$ cat src/rtl/eca_cfg_loader.sv
// Configuration initiator for the erasure coding accelerator: disable, stream the bit-matrix
// into the user write port, write MReg, re-enable. Define ECA_CFG_READBACK_EN to read MReg back.
module eca_cfg_loader #(
  parameter int unsigned COMMON_REG_W  = 32,
  parameter int unsigned REGS_ADDR_W   = 8,
  parameter int unsigned BM_MEM_W      = 64,
  parameter int unsigned BM_MEM_ADDR_W = 6,
  parameter int unsigned EN_REG_ADDR   = 0,
  parameter int unsigned M_REG_ADDR    = 4,
  parameter int unsigned RB_TIMEOUT    = 15
) (
  input  logic                     clk,
  input  logic                     rst,
  input  logic                     start,
  input  logic                     abort,
  input  logic [COMMON_REG_W-1:0]  cfg_m,
  input  logic [BM_MEM_ADDR_W:0]   cfg_bm_words,
  input  logic [BM_MEM_W-1:0]      s_bm_data,
  input  logic                     s_bm_valid,
  output logic                     s_bm_ready,
  output logic                     regs_wr_req,
  output logic [REGS_ADDR_W-1:0]   regs_wr_addr,
  output logic [COMMON_REG_W-1:0]  regs_wr_data,
  output logic                     regs_rd_req,
  output logic [REGS_ADDR_W-1:0]   regs_rd_addr,
  input  logic [COMMON_REG_W-1:0]  regs_rd_data,
  input  logic                     regs_rd_data_val,
  output logic                     user_bm_mem_wr_req,
  output logic [BM_MEM_ADDR_W-1:0] user_bm_mem_wr_addr,
  output logic [BM_MEM_W-1:0]      user_bm_mem_wr_data,
  output logic                     busy,
  output logic                     done,
  output logic                     err
);

  typedef enum logic [2:0] {
    StIdle,
    StDis,
    StLoad,
    StWrM,
    StRbReq,
    StRbWait,
    StEn,
    StFin
  } state_e;

  localparam logic [REGS_ADDR_W-1:0]   EnAddr   = REGS_ADDR_W'(EN_REG_ADDR);
  localparam logic [REGS_ADDR_W-1:0]   MAddr    = REGS_ADDR_W'(M_REG_ADDR);
  localparam logic [COMMON_REG_W-1:0]  EnOne    = COMMON_REG_W'(1);
  localparam logic [BM_MEM_ADDR_W:0]   MaxWords = {1'b1, {BM_MEM_ADDR_W{1'b0}}};
  localparam logic [BM_MEM_ADDR_W:0]   IdxOne   = {{BM_MEM_ADDR_W{1'b0}}, 1'b1};

  state_e                    state_q;
  logic [COMMON_REG_W-1:0]   m_q;
  logic [BM_MEM_ADDR_W:0]    words_q;
  // One bit wider than the address so a full-depth load reaches its count without wrapping.
  logic [BM_MEM_ADDR_W:0]    idx_q;
  logic [BM_MEM_ADDR_W:0]    idx_nxt;

  assign idx_nxt = idx_q + IdxOne;

`ifdef ECA_CFG_READBACK_EN
  localparam int unsigned       RbCntW = $clog2(RB_TIMEOUT + 1);
  localparam logic [RbCntW-1:0] RbLast = RbCntW'(RB_TIMEOUT - 1);
  localparam logic [RbCntW-1:0] RbOne  = RbCntW'(1);

  logic [RbCntW-1:0]       rb_cnt_q;
  logic                    rb_hit_q;
  logic [COMMON_REG_W-1:0] rb_data_q;
`else
  logic unused_rd;

  assign regs_rd_req  = 1'b0;
  assign regs_rd_addr = '0;
  assign unused_rd    = ^{regs_rd_data, regs_rd_data_val};
`endif

  always_ff @(posedge clk or posedge rst) begin
    if (rst) begin
      state_q             <= StIdle;
      m_q                 <= '0;
      words_q             <= '0;
      idx_q               <= '0;
      s_bm_ready          <= 1'b0;
      regs_wr_req         <= 1'b0;
      regs_wr_addr        <= '0;
      regs_wr_data        <= '0;
      user_bm_mem_wr_req  <= 1'b0;
      user_bm_mem_wr_addr <= '0;
      user_bm_mem_wr_data <= '0;
      busy                <= 1'b0;
      done                <= 1'b0;
      err                 <= 1'b0;
`ifdef ECA_CFG_READBACK_EN
      regs_rd_req         <= 1'b0;
      regs_rd_addr        <= '0;
      rb_cnt_q            <= '0;
      rb_hit_q            <= 1'b0;
      rb_data_q           <= '0;
`endif
    end else begin
      // Strobes and status pulses last one cycle unless re-armed below.
      regs_wr_req        <= 1'b0;
      user_bm_mem_wr_req <= 1'b0;
      done               <= 1'b0;
      err                <= 1'b0;
`ifdef ECA_CFG_READBACK_EN
      regs_rd_req        <= 1'b0;
`endif
      if (state_q != StIdle && abort) begin
        state_q    <= StIdle;
        s_bm_ready <= 1'b0;
        busy       <= 1'b0;
        err        <= 1'b1;
      end else begin
        unique case (state_q)
          StIdle: begin
            if (start) begin
              if (cfg_bm_words > MaxWords) begin
                err <= 1'b1;
              end else begin
                m_q          <= cfg_m;
                words_q      <= cfg_bm_words;
                idx_q        <= '0;
                regs_wr_req  <= 1'b1;
                regs_wr_addr <= EnAddr;
                regs_wr_data <= '0;
                busy         <= 1'b1;
                state_q      <= StDis;
              end
            end
          end

          StDis: begin
            if (words_q == '0) begin
              regs_wr_req  <= 1'b1;
              regs_wr_addr <= MAddr;
              regs_wr_data <= m_q;
              state_q      <= StWrM;
            end else begin
              s_bm_ready <= 1'b1;
              state_q    <= StLoad;
            end
          end

          StLoad: begin
            if (s_bm_valid && s_bm_ready) begin
              user_bm_mem_wr_req  <= 1'b1;
              user_bm_mem_wr_addr <= idx_q[BM_MEM_ADDR_W-1:0];
              user_bm_mem_wr_data <= s_bm_data;
              idx_q               <= idx_nxt;
              if (idx_nxt == words_q) begin
                s_bm_ready   <= 1'b0;
                regs_wr_req  <= 1'b1;
                regs_wr_addr <= MAddr;
                regs_wr_data <= m_q;
                state_q      <= StWrM;
              end
            end
          end

`ifdef ECA_CFG_READBACK_EN
          StWrM: begin
            regs_rd_req  <= 1'b1;
            regs_rd_addr <= MAddr;
            rb_cnt_q     <= '0;
            rb_hit_q     <= 1'b0;
            state_q      <= StRbReq;
          end

          StRbReq: state_q <= StRbWait;

          StRbWait: begin
            // Read data is captured first and compared the following cycle.
            if (rb_hit_q) begin
              if (rb_data_q == m_q) begin
                regs_wr_req  <= 1'b1;
                regs_wr_addr <= EnAddr;
                regs_wr_data <= EnOne;
                state_q      <= StEn;
              end else begin
                err     <= 1'b1;
                busy    <= 1'b0;
                state_q <= StIdle;
              end
            end else if (regs_rd_data_val) begin
              rb_hit_q  <= 1'b1;
              rb_data_q <= regs_rd_data;
            end else if (rb_cnt_q == RbLast) begin
              err     <= 1'b1;
              busy    <= 1'b0;
              state_q <= StIdle;
            end else begin
              rb_cnt_q <= rb_cnt_q + RbOne;
            end
          end
`else
          StWrM: begin
            regs_wr_req  <= 1'b1;
            regs_wr_addr <= EnAddr;
            regs_wr_data <= EnOne;
            state_q      <= StEn;
          end
`endif

          StEn: state_q <= StFin;

          StFin: begin
            done    <= 1'b1;
            busy    <= 1'b0;
            state_q <= StIdle;
          end

          default: begin
            s_bm_ready <= 1'b0;
            busy       <= 1'b0;
            state_q    <= StIdle;
          end
        endcase
      end
    end
  end

endmodule
$ cat config.mk
export PLATFORM = sky130hd
export DESIGN_NAME = eca_cfg_loader
export DESIGN_NICKNAME = d
export VERILOG_FILES = /design/src/rtl/eca_cfg_loader.sv
export SDC_FILE = /design/constraint.sdc
export NUM_CORES = 1
export LEC_CHECK = 0
export ABC_AREA = 1
export BUFFER_PORTS_ARGS = -buffer_cell sky130_fd_sc_hd__buf_2
export CAP_MARGIN = 20
export CORE_MARGIN = 2
export CORE_UTILIZATION = 52
export DETAILED_ROUTE_END_ITERATION = 10
export HOLD_SLACK_MARGIN = 0.12
export PLACE_DENSITY = 0.85
export SKIP_CTS_REPAIR_TIMING = 1
export SLEW_MARGIN = 5
export SYNTH_ARGS = -nofsm -noshare
export SYNTH_HDL_FRONTEND = slang
export SYNTH_SLANG_ARGS = --single-unit
$ cat constraint.sdc
create_clock -name clk -period 12.9 [get_ports clk]
set_input_delay 2.58 -clock clk [delete_from_list [all_inputs] [get_ports clk]]
set_output_delay 2.58 -clock clk [all_outputs]
set_load 0.02 [all_outputs]
==> results.json <==
{
  "outcome": "complete, no violations",
  "highest_count_cells_in_the_layout_ignoring_fill_and_taps": "sky130_fd_sc_hd__nand2_1, sky130_fd_sc_hd__buf_2, sky130_fd_sc_hd__dfrtp_1",
  "worst-endpoint-required_ns": 13.19,
  "report.final.setup_viol": 0,
  "hold_path.class": "reg -> reg",
  "setup_ws_ns": 8.728,
  "rsz0062_at_grt": "no",
  "period_share_pct": 32.34,
  "core.rowCount": 41,
  "pin_count_of_the_biggest_net_entering_global_routing": 84,
  "postSynthCellCount": 805,
  "vdd.ir_drop.worst_mv": 0.1112,
  "cp_cell_sequence": "buf_2 -> nor3_2 -> nand3_2 -> buf_4 -> inv_2 -> buf_12 -> nand2_1 -> nand2_1",
  "via_count": 5754,
  "dpl.hpwl_um": 10780,
  "worstSetupPathType": "in -> reg",
  "timing_max_transition_violations_final": 0,
  "startpoint_type": "input port",
  "worst_path_largest_cell_delay_ns": 0.63,
  "io_pins": 266,
  "synth_seq_area_share_pct": 58.87,
  "setup.worst_path.end_class": "flip-flop",
  "route.antenna.remaining_nets": 0,
  "cts_inserted_buffers": 17,
  "max_slew.worst_pin.slew_ns": 0.8373,
  "fin_worst_skew_ns": 0.01086,
  "p_seq_share_pct": 38.3,
  "maxCapViolations": 0,
  "synth.largest_area_cell": "sky130_fd_sc_hd__dfrtp_1",
  "die_h_um": 117.7,
  "finalCoreUtilization_pct": 66.87,
  "total_power_mw": 2.022,
  "grt_use_total_pct": 24.23,
  "critical-path-slowest-cell": "sky130_fd_sc_hd__buf_4",
  "global_route_wire_length_before_repair_um": 26900,
  "power.leakage_nw": 5.043,
  "combPwrFrac_pct": 36.7,
  "initial_core_util_pct": 53.22,
  "power.switching_fraction_pct": 39.13,
  "syn_area_mm2": 0.006716,
  "nFillCells": 1044,
  "postSynthAreaPerCell_um2": 8.343,
  "synth_top_area_share_pct": 58.87,
  "chipWidth_um": 117.7,
  "tritoncts": "done",
  "proportion_of_layout_cells_with_a_drive_suffix_above_1_pct": 26.52,
  "mostFrequentLayoutCell": "sky130_fd_sc_hd__nand2_1",
  "antenna_found_initial": 1,
  "detail_route.drc_violations": 0,
  "number_of_global_route_vias_before_repair": 5451,
  "core_area_mm2": 0.01262,
  "worst_skew_pair.late_latency_ns": 0.42,
  "synth-warning-count": 0,
  "clk_transition_reported_paths_ns": 0.06,
  "drt_first_iter_violations": 486,
  "postRouteWirelength_um": 16190,
  "router_iterations_before_antenna_repair": 6,
  "yosys_register_bits": 158,
  "place.detailed.instances": 1161,
  "n_antenna_cell": 0,
  "num-nets-final": 1152,
  "place_worst_setup_slack_ns": 8.099,
  "root_buffer": "sky130_fd_sc_hd__clkbuf_16",
  "area_growth_pct": 25.63,
  "routabilityCongestion": 0.8622,
  "grt.overflow.total": 0,
  "synth.top_cells.by_area": "sky130_fd_sc_hd__dfrtp_1, sky130_fd_sc_hd__nand2_1, sky130_fd_sc_hd__nor2_1",
  "finalCriticalPeriod_ns": 4.172,
  "ff_latch_area_mm2": 0.003954,
  "critical_path_peak_fanout": 82,
  "clock.fmax_mhz": 239.7,
  "port_buffer_count": 216,
  "critical_path_arrival_ns": 4.47,
  "cts_max_level": 4,
  "fp.dieArea_mm2": 0.01384,
  "clock_tree.buffer_depth": 2,
  "p_per_area_mw_per_mm2": 239.6,
  "area_taken_by_multi_input_logic_gates_mm2": 0.002260,
  "synth_cell_types": 23,
  "cts.sinks": 158,
  "path_common_cell": "sky130_fd_sc_hd__nand2_1",
  "post_drt_via_cell_ratio": 4.819,
  "max_slew_margin_pct": 44.05,
  "final_cell_count_no_fill": 1194,
  "netSwitchingPower_uw": 791.1,
  "share_clk_of_total_power_pct": 25.0,
  "route.detailed.wl_per_inst_um": 13.56,
  "final-hold-violation-count": 0,
  "p_int_mw": 1.230,
  "setup_total_negative_slack_ns": 0
}
cells in the mapped netlist, drive strengths merged:
cell type / count
nand2: 323
nor2: 87
buf: 35
dfrtp: 158
o21ai: 19
ha: 1
nand4: 2
clkbuf: 16
nor3: 2
inv: 66
conb: 1
a21oi: 41
nand3: 54
per-stage QoR:
| stage | hold slack (ns) | area, um2 |
|---|---|---|
| 2_1_floorplan | 0.4746 | 6773 |
| 3_3_place_gp | 0.4498 | 7792 |
| 3_5_place_dp | 0.4551 | 7792 |
| 4_1_cts | 0.4698 | 8391 |
| 5_1_grt | 0.4911 | 8438 |
| 6_report | 0.4642 | 8438 |
state kept, by name (all words and copies together) (netlist names):
| register | count |
|---|---|
| busy | 1 |
| done | 1 |
| err | 1 |
| idx_q | 7 |
| m_q | 32 |
| regs_wr_addr | 1 |
| regs_wr_data | 32 |
| regs_wr_req | 1 |
| s_bm_ready | 1 |
| state_q | 3 |
| user_bm_mem_wr_addr | 6 |
| user_bm_mem_wr_data | 64 |
| user_bm_mem_wr_req | 1 |
| words_q | 7 |
final cells by class:
| type | instances | share of cell area (%) |
|---|---|---|
| Timing Repair Buffer | 222 | 13.73 |
| Tap cell | 172 | 2.550 |
| Inverter | 66 | 2.995 |
| Clock inverter | 11 | 1.676 |
| Clock buffer | 20 | 5.412 |
| Multi-Input combinational cell | 545 | 26.78 |
| Sequential cell | 158 | 46.86 |
layer usage:
metal | vias to the layer above | routed length (um) | track usage (%)
met5 | - | 0 | 0
met4 | 0 | 107 | 6.777
met3 | 9 | 1066 | 6.492
met2 | 205 | 8102 | 40.01
met1 | 2686 | 6913 | 31.71
li1 | 2854 | - | -
critical path: cells and delay by family:
family	cells	cell delay (ns)
buffers and inverters	4	1.52
and+or+nand+nor	4	0.31
power by group through the flow:
stage / Sequential [mW] / Combinational, mW / Clock [mW]
finish: 0.774 / 0.743 / 0.505
CTS: 0.773 / 0.752 / 0.513
detailed placement: 0.778 / 0.745 / 0
global route: 0.795 / 0.829 / 0.535
global placement: 0.770 / 0.724 / 0
floorplan: 0.927 / 0.373 / 0
cells by family (layout without fill, tap and decap cells):
| family | Yosys count | in the layout | share of synthesized area (%) |
|---|---|---|---|
| DFF | 158 | 158 | 58.87 |
| adders and majority gates | 1 | 1 | 0.1863 |
| AOI/OAI and AO/OA | 60 | 60 | 4.471 |
| and+or+nand+nor | 468 | 468 | 28.02 |
| buffers and inverters | 117 | 319 | 8.402 |
| other | 1 | 16 | 0.05583 |
final timing paths:
path	from	end	slack (ns)	cells after the start
min reg2reg	regs_wr_data[27]	regs_wr_data[27]	0.46	2
min in group asynchronous	rst	user_bm_mem_wr_data[10]	2.27	2
max	abort	user_bm_mem_wr_data[33]	8.73	8
max in group asynchronous	rst	idx_q[0]	9.43	4
max reg2reg	state_q[0]	regs_wr_data[0]	10.23	8
min	regs_wr_data[27]	regs_wr_data[27]	0.46	2
Power figures use the tool's default switching activity.
